[src/rtl/fab_reset_sequencer_if.sv]
// Signal bundle between the fabric reset sequencer and the surrounding device logic.
// The sequencer connects through the slave modport; the driving environment uses master.
interface fab_reset_sequencer_if;
    logic       fab_ccc_lock;
    logic       init_done;
    logic       mss_ready;
    logic       isp_req;
    logic       fab_reset_n;
    logic       fabric_rst_n;
    logic       isp_ack;
    logic       timeout_err;
    logic [2:0] seq_state;

    modport master (
        output fab_ccc_lock, init_done, mss_ready, isp_req,
        input  fab_reset_n, fabric_rst_n, isp_ack, timeout_err, seq_state
    );

    modport slave (
        input  fab_ccc_lock, init_done, mss_ready, isp_req,
        output fab_reset_n, fabric_rst_n, isp_ack, timeout_err, seq_state
    );
endinterface

[src/rtl/fab_reset_sequencer.sv]
// Fabric reset sequencer: waits for filtered CCC lock and device/MSS readiness, releases the
// fabric after a delay, and quiesces the fabric on request so ISP can proceed safely.
module fab_reset_sequencer #(
    parameter int unsigned LOCK_FILTER    = 16,
    parameter int unsigned RELEASE_DELAY  = 64,
    parameter int unsigned QUIESCE_CYCLES = 32,
    parameter int unsigned INIT_TIMEOUT   = 1048576
) (
    input logic                  clk_base_i,
    input logic                  reset_i,
    fab_reset_sequencer_if.slave bus_io
);

    localparam int unsigned MaxRq  = (RELEASE_DELAY > QUIESCE_CYCLES) ? RELEASE_DELAY
                                                                      : QUIESCE_CYCLES;
    localparam int unsigned MaxCnt = (INIT_TIMEOUT > MaxRq) ? INIT_TIMEOUT : MaxRq;
    localparam int unsigned CntW   = $clog2(MaxCnt);
    localparam int unsigned LockW  = $clog2(LOCK_FILTER + 1);

    typedef enum logic [2:0] {
        StIdle       = 3'd0,
        StWaitLock   = 3'd1,
        StWaitInit   = 3'd2,
        StRelease    = 3'd3,
        StRun        = 3'd4,
        StIspQuiesce = 3'd5,
        StIspHold    = 3'd6,
        StFault      = 3'd7
    } state_e;

    state_e           state_q, state_d;
    logic [CntW-1:0]  cnt_q, cnt_d;
    logic [LockW-1:0] lock_cnt_q, lock_cnt_d;
    logic [3:0]       sync1_q, sync2_q;
    logic             fab_reset_n_q, fab_reset_n_d;
    logic             fabric_rst_n_q, fabric_rst_n_d;
    logic             isp_ack_q, isp_ack_d;
    logic             timeout_err_q, timeout_err_d;
    logic             lock_s, init_s, mss_s, isp_s;
    logic             locked_nxt;

    assign lock_s = sync2_q[0];
    assign init_s = sync2_q[1];
    assign mss_s  = sync2_q[2];
    assign isp_s  = sync2_q[3];

    // Lock filter; the transition fires on the edge where the count reaches LOCK_FILTER.
    always_comb begin
        lock_cnt_d = '0;
        if (lock_s) begin
            lock_cnt_d = (lock_cnt_q == LockW'(LOCK_FILTER)) ? lock_cnt_q
                                                              : lock_cnt_q + 1'b1;
        end
        locked_nxt = (lock_cnt_d == LockW'(LOCK_FILTER));
    end

    always_comb begin
        state_d = state_q;
        cnt_d   = cnt_q;
        case (state_q)
            StIdle:     state_d = StWaitLock;
            StWaitLock: if (locked_nxt) state_d = StWaitInit;
            StWaitInit: begin
                if (!lock_s)                           state_d = StWaitLock;
                else if (init_s && mss_s)              state_d = StRelease;
                else if (cnt_q == CntW'(INIT_TIMEOUT - 1)) state_d = StFault;
                else                                   cnt_d = cnt_q + 1'b1;
            end
            StRelease: begin
                if (!lock_s)                              state_d = StWaitLock;
                else if (cnt_q == CntW'(RELEASE_DELAY - 1)) state_d = StRun;
                else                                      cnt_d = cnt_q + 1'b1;
            end
            StRun: begin
                if (!lock_s)    state_d = StWaitLock;
                else if (isp_s) state_d = StIspQuiesce;
            end
            StIspQuiesce: begin
                // A withdrawn request wins over the quiesce count expiring in the same cycle.
                if (!lock_s)                               state_d = StWaitLock;
                else if (!isp_s)                           state_d = StRelease;
                else if (cnt_q == CntW'(QUIESCE_CYCLES - 1)) state_d = StIspHold;
                else                                       cnt_d = cnt_q + 1'b1;
            end
            StIspHold: begin
                if (!lock_s)     state_d = StWaitLock;
                else if (!isp_s) state_d = StRelease;
            end
            StFault: state_d = StFault;
            default: state_d = StIdle;
        endcase
        if (state_d != state_q) cnt_d = '0;
    end

    // Outputs are decoded from the next state so they change together with SEQ_STATE.
    always_comb begin
        fab_reset_n_d  = state_d inside {StWaitInit, StRelease, StRun, StIspQuiesce, StIspHold};
        fabric_rst_n_d = (state_d == StRun);
        isp_ack_d      = (state_d == StIspHold);
        timeout_err_d  = timeout_err_q | (state_d == StFault);
    end

    always_ff @(posedge clk_base_i or posedge reset_i) begin
        if (reset_i) begin
            sync1_q        <= '0;
            sync2_q        <= '0;
            state_q        <= StIdle;
            cnt_q          <= '0;
            lock_cnt_q     <= '0;
            fab_reset_n_q  <= 1'b0;
            fabric_rst_n_q <= 1'b0;
            isp_ack_q      <= 1'b0;
            timeout_err_q  <= 1'b0;
        end else begin
            sync1_q        <= {bus_io.isp_req, bus_io.mss_ready, bus_io.init_done,
                               bus_io.fab_ccc_lock};
            sync2_q        <= sync1_q;
            state_q        <= state_d;
            cnt_q          <= cnt_d;
            lock_cnt_q     <= lock_cnt_d;
            fab_reset_n_q  <= fab_reset_n_d;
            fabric_rst_n_q <= fabric_rst_n_d;
            isp_ack_q      <= isp_ack_d;
            timeout_err_q  <= timeout_err_d;
        end
    end

    assign bus_io.seq_state    = state_q;
    assign bus_io.fab_reset_n  = fab_reset_n_q;
    assign bus_io.fabric_rst_n = fabric_rst_n_q;
    assign bus_io.isp_ack      = isp_ack_q;
    assign bus_io.timeout_err  = timeout_err_q;

endmodule
[src/flat_wrapper.sv]
// flat-port wrapper written by rule: the top's interface ports become plain ports
module fab_reset_sequencer_flat 
#(
    parameter int unsigned LOCK_FILTER    = 16,
    parameter int unsigned RELEASE_DELAY  = 64,
    parameter int unsigned QUIESCE_CYCLES = 32,
    parameter int unsigned INIT_TIMEOUT   = 1048576
)
  (clk_base_i, reset_i, bus_io_fab_ccc_lock, bus_io_init_done, bus_io_mss_ready, bus_io_isp_req, bus_io_fab_reset_n, bus_io_fabric_rst_n, bus_io_isp_ack, bus_io_timeout_err, bus_io_seq_state);
  fab_reset_sequencer_if bus_io_i ();
  input logic clk_base_i;
  input logic reset_i;
  input wire logic [$bits(bus_io_i.fab_ccc_lock)-1:0] bus_io_fab_ccc_lock;
  input wire logic [$bits(bus_io_i.init_done)-1:0] bus_io_init_done;
  input wire logic [$bits(bus_io_i.mss_ready)-1:0] bus_io_mss_ready;
  input wire logic [$bits(bus_io_i.isp_req)-1:0] bus_io_isp_req;
  output wire logic [$bits(bus_io_i.fab_reset_n)-1:0] bus_io_fab_reset_n;
  output wire logic [$bits(bus_io_i.fabric_rst_n)-1:0] bus_io_fabric_rst_n;
  output wire logic [$bits(bus_io_i.isp_ack)-1:0] bus_io_isp_ack;
  output wire logic [$bits(bus_io_i.timeout_err)-1:0] bus_io_timeout_err;
  output wire logic [$bits(bus_io_i.seq_state)-1:0] bus_io_seq_state;
  assign bus_io_i.fab_ccc_lock = bus_io_fab_ccc_lock;
  assign bus_io_i.init_done = bus_io_init_done;
  assign bus_io_i.mss_ready = bus_io_mss_ready;
  assign bus_io_i.isp_req = bus_io_isp_req;
  assign bus_io_fab_reset_n = bus_io_i.fab_reset_n;
  assign bus_io_fabric_rst_n = bus_io_i.fabric_rst_n;
  assign bus_io_isp_ack = bus_io_i.isp_ack;
  assign bus_io_timeout_err = bus_io_i.timeout_err;
  assign bus_io_seq_state = bus_io_i.seq_state;
  fab_reset_sequencer #(.LOCK_FILTER(LOCK_FILTER), .RELEASE_DELAY(RELEASE_DELAY), .QUIESCE_CYCLES(QUIESCE_CYCLES), .INIT_TIMEOUT(INIT_TIMEOUT)) u_core (.clk_base_i(clk_base_i), .reset_i(reset_i), .bus_io(bus_io_i));
endmodule
[config.mk]
export PLATFORM = sky130hd
export DESIGN_NAME = fab_reset_sequencer_flat
export DESIGN_NICKNAME = d
export VERILOG_FILES = /design/src/rtl/fab_reset_sequencer_if.sv /design/src/rtl/fab_reset_sequencer.sv /design/src/flat_wrapper.sv
export SDC_FILE = /design/constraint.sdc
export NUM_CORES = 1
export LEC_CHECK = 0
export CAP_MARGIN = 5
export CELL_PAD_IN_SITES_DETAIL_PLACEMENT = 1
export CELL_PAD_IN_SITES_GLOBAL_PLACEMENT = 2
export CORE_MARGIN = 10
export CORE_UTILIZATION = 35
export DETAILED_ROUTE_END_ITERATION = 16
export PLACE_DENSITY = 0.72
export SKIP_CTS_REPAIR_TIMING = 1
export SYNTH_ARGS = -nofsm -noshare
export SYNTH_HDL_FRONTEND = slang
export SYNTH_SLANG_ARGS = --single-unit
[constraint.sdc]
create_clock -name clk_base_i -period 2.5 [get_ports clk_base_i]
set_input_delay 0.5 -clock clk_base_i [delete_from_list [all_inputs] [get_ports clk_base_i]]
set_output_delay 0.5 -clock clk_base_i [all_outputs]
set_load 0.01 [all_outputs]
Word-level counts from Yosys, hierarchy flattened
Cells that the tools add are included.
- $add $sub $neg: 2
- equality and inequality tests: 27
- mux-type cells: 26
- bitwise operators: 1
- reductions and logical operators: 5
- operators by type and width (operator ; number):
    20-bit 2-to-1 mux ; 9
    20-bit case mux with 3 select lines ; 1
    3-bit 2-to-1 mux ; 13
    3-bit equality test, second input constant ; 8
    3-bit case mux with 8 select lines ; 1
    20-bit by 1-bit adder with 20-bit output, second input constant ; 1
    20-bit equality test, second input constant ; 1
    20-bit by 5-bit equality test with 1-bit output, second input constant ; 1
    20-bit by 6-bit equality test with 1-bit output, second input constant ; 1
    3-bit by 2-bit equality test with 1-bit output, second input constant ; 4
    3-bit by 1-bit inequality test with 1-bit output, second input constant ; 4
    3-bit inequality test, second input constant ; 4
    5-bit equality test, second input constant ; 2
    5-bit 2-to-1 mux ; 2
    9-bit AND reduction ; 1
    5-bit by 1-bit adder with 5-bit output, second input constant ; 1
    5-bit nonzero test ; 1
    4-bit nonzero test ; 1
    3-bit by 1-bit equality test with 1-bit output, second input constant ; 1
    3-bit logical NOT ; 1
    3-bit inequality test ; 1
    1-bit logical AND ; 1
    1-bit bitwise OR ; 1
- flip-flop bits (word level): 40
- input port bits: 6
- output and inout bits: 7

Logic depth before layout (Yosys ltp)
- depth in word-level cells: 9
- gate-level depth with buffers: 10

Worst setup path after synthesis
Ideal clock, no wire load.
- path kind: reg-to-reg
- start point: register u_core.cnt_q[0]
- end point: register u_core.cnt_q[15]
- library setup time: 0.087 ns
- data arrival time: 2.309 ns
- slack: 0.104 ns
- stages on the path, launching flop included: 9
- buffers on the path: 1
- clock period less this slack: 2.396 ns
- cells stage by stage: dfrtp_1 ha_1 nand3_2 nor4_1 a311o_1 a21o_4 buf_6 or4b_4 a211oi_2
- word-level cells in the longest chain between the ends: 8
- elaborated cells between the ends (all ways): 34
- those cells by class: 1 x add/sub; 12 x eq/ne; 19 x mux; 2 x reduce/logical
- RTL lines (item ; RTL line ; source):
    start: declaration ; fab_reset_sequencer.sv:32 ; logic [CntW-1:0] cnt_q, cnt_d;
    start signal: assignment ; fab_reset_sequencer.sv:119 ; cnt_q <= cnt_d;
    20-bit by 5-bit equality test with 1-bit output or 20-bit equality test (tied branches) ; fab_reset_sequencer.sv:82, fab_reset_sequencer.sv:66 ;
    3-bit 2-to-1 mux, on equally long branches ; fab_reset_sequencer.sv:82, fab_reset_sequencer.sv:66 ;
    3-bit 2-to-1 mux, on equally long branches ; fab_reset_sequencer.sv:81, fab_reset_sequencer.sv:65 ;
    3-bit 2-to-1 mux, on equally long branches ; fab_reset_sequencer.sv:80, fab_reset_sequencer.sv:64 ;
    3-bit case mux with 8 select lines ; fab_reset_sequencer.sv:60 ; case (state_q)
    3-bit inequality test ; fab_reset_sequencer.sv:92 ; if (state_d != state_q) cnt_d = '0;
    3-bit by 1-bit inequality test with 1-bit output (no source line), or another cell as far along ; - ;
    9-bit AND reduction (no source line) ; - ;
Several ways; a longest one is shown, not always the timed one. The select of a mux whose other input is x is not followed.
A chain may end at the register's enable or synchronous reset.

Worst setup path after layout
- start point: register u_core.cnt_q[1]
- end point: register u_core.cnt_q[17]
Same word-level chain as after synthesis.

==> metrics.yaml <==
wl_per_cell_um: 18.92
dp.final_hpwl_mm: 5.129
grt_pass1_wl_mm: 11.71
finalWorstSetupSlack_ns: 0.06817
vias_per_cell: 5.776
timing.fmax_mhz: 411.2
synth-edff-count: 0
path_cells: "ha_2, nand3_2, nor4_1, buf_4, a311o_2, a21o_4, or4_1, a211oi_2"
initial_core_util_pct: 36.33
slew_violations: 0
cts_buffer_depth: 2
critPathCaptureType: "flip-flop"
cpMaxStageDelayCell: "or4_1"
path_max_fanout: 6
synth_ff_type: "dfrtp_1"
ys_ff_latch: 40
num_rows: 29
power_frac_seq_pct: 52.6
avgSynthCellArea_um2: 9.723
synthArstFlopShare_pct: 100.0
p_total_w: 0.001262
internal-power_w: 0.0009799
die_area_um2: 10330
leakagePower_nw: 1.354
yosysWarnings: 0
cp_top_family: "compound AO/OA/AOI/OAI gates"
grt_overflow: 0
gr-usage-all-layers_pct: 14.23
gp_congestion: 0.8435
root_buffer: "clkbuf_8"
switching_share_pct: 22.34
fin_nets: 311
hold_path.class: "flip-flop to flip-flop"
multi_input_area_um2: 1359
slowest_delay_ns: 0.53
drcViolationCount: 0
io_buffers: 12
dpl_cell_area_um2: 2880
worst-endpoint-required_ns: 2.71
regArea_um2: 1001
fp.dieH_um: 101.7
finClkSkew_ns: 0.009867
fillers: 740
ir_drop_mv: 0.2244
ant_nets: 0
drive_gt1_share_pct: 32.34
period_minus_slack_ns: 2.432
grt_max_degree: 41
final.period_utilization_pct: 97.27
hold_viol_final: 0
p_clk_share_pct: 43.3
seq_area_frac_synth_pct: 42.90
via_count: 2195
final_area_um2: 3154
h-tree-depth: 2
grt_pass1_vias: 2279
worst-setup-path-type: "flip-flop to flip-flop"
ys_types: 56
cts.sinks: 40
p_comb_share_pct: 4.1
die_w_um: 101.7
worst_pin_slew_ns: 0.8880
clkLatencyLatePin_ns: 0.30
synthesis.instances: 240
wirelength_mm: 7.188
antenna_found_initial: 0
critPathLaunchType: "flip-flop"
p_per_area_nw_per_um2: 400.0
syn_area_um2: 2333
fin_tns_setup_ns: 0
mostFrequentLayoutCells: "buf_4, dfrtp_1, nand2_1, clkdlybuf4s50_1, nor2_1"
status: "finished, final reports clean"
syn-num-nets: 249
core-area_um2: 6422
ios: 13
clkTransAtPathRegs_ns: 0.09
cts_tree: "built"
holdWs_ns: 0.3551
dpl_worst_slack_ns: -0.09534
maxCapViolCount: 0
drt_iter0_markers: 158
crit_buf_inv: 1
synthToLayoutAreaGrowth_pct: 35.17
cts_buffers: 5
n_antenna_cell: 0
cp.arrival_ns: 2.64
slew_headroom_pct: 40.80
power.switching_w: 0.0002819
finalSetupViolCount: 0
first_pass_iters: 5
final_common_cell: "buf_4"
power groups by stage:
| stage | combinational [W] | sequential (W) | clock (W) |
|---|---|---|---|
| floorplan | 0.0000299 | 0.000675 | 0 |
| global placement | 0.0000511 | 0.000676 | 0 |
| CTS | 0.0000518 | 0.000663 | 0.000562 |
| global route | 0.0000598 | 0.000665 | 0.000594 |
| finish | 0.0000519 | 0.000664 | 0.000546 |
| detailed placement | 0.0000515 | 0.000676 | 0 |
cells in the mapped netlist (6+ instances only):
library cell / number / area [um^2]
a31oi_1: 6 / 37.54
or4_1: 10 / 75.07
a211oi_1: 13 / 97.59
clkbuf_1: 7 / 26.28
o31ai_1: 7 / 52.55
nand2_1: 15 / 56.30
nand3_1: 7 / 35.03
inv_1: 11 / 41.29
nand4_1: 9 / 56.30
and3_1: 6 / 37.54
o21ai_0: 7 / 35.03
nor3_1: 9 / 45.04
nor2_1: 11 / 41.29
dfrtp_1: 40 / 1001
layout make-up:
| type | instances | area share, % |
|---|---|---|
| Tap cell | 77 | 3.054 |
| Multi-Input combinational cell | 176 | 43.08 |
| Clock inverter | 3 | 1.507 |
| Timing Repair Buffer | 67 | 17.02 |
| Clock buffer | 5 | 2.182 |
| Sequential cell | 40 | 31.73 |
| Inverter | 12 | 1.428 |
cell families (layout without fill, tap and decap cells):
group,Yosys count,count (layout),share of synthesized area [%]
AO/OA/AOI/OAI,60,62,20.48
XOR/XNOR,8,8,3.003
adder cells (fa/ha/maj),3,3,1.609
buffers and inverters,26,87,5.094
flip-flops,40,40,42.90
multiplexers,4,4,1.769
AND/OR/NAND/NOR,99,99,25.15
worst paths after layout:
kind	slack [ns]	cells after the start	end	startpoint
worst min-delay path	0.36	0	u_core.sync2_q[3]	u_core.sync1_q[3]
max in group asynchronous	1.53	3	u_core.bus_io.isp_ack	reset_i
worst max-delay path	0.07	8	u_core.cnt_q[17]	u_core.cnt_q[1]
min in group asynchronous	0.62	3	u_core.cnt_q[19]	reset_i
worst min register to register	0.36	0	u_core.sync2_q[3]	u_core.sync1_q[3]
worst max register to register	0.07	8	u_core.cnt_q[17]	u_core.cnt_q[1]
layer usage:
| metal | global-route usage (%) | routed length, um | vias up |
|---|---|---|---|
| met4 | 3.630 | 50 | 0 |
| met1 | 19.15 | 3503 | 1111 |
| met2 | 22.71 | 3421 | 38 |
| met3 | 2.859 | 213 | 5 |
| li1 | - | - | 1041 |
| met5 | 0 | 0 | - |
flip-flops by register name, indices dropped and copies added (netlist names):
name / cells
u_core.cnt_q: 20
u_core.lock_cnt_q: 5
u_core.sync1_q: 4
u_core.sync2_q: 4
u_core.bus_io.seq_state: 3
u_core.bus_io.fab_reset_n: 1
u_core.bus_io.fabric_rst_n: 1
u_core.bus_io.isp_ack: 1
u_core.bus_io.timeout_err: 1
through the flow:
stage	cells	utilization, %
after global placement	368	44.85
final	380	49.11
after detailed placement	368	44.85
after floorplan	240	-
after global routing	380	49.11
after CTS	376	46.66
(Power assumes the default switching activity.)
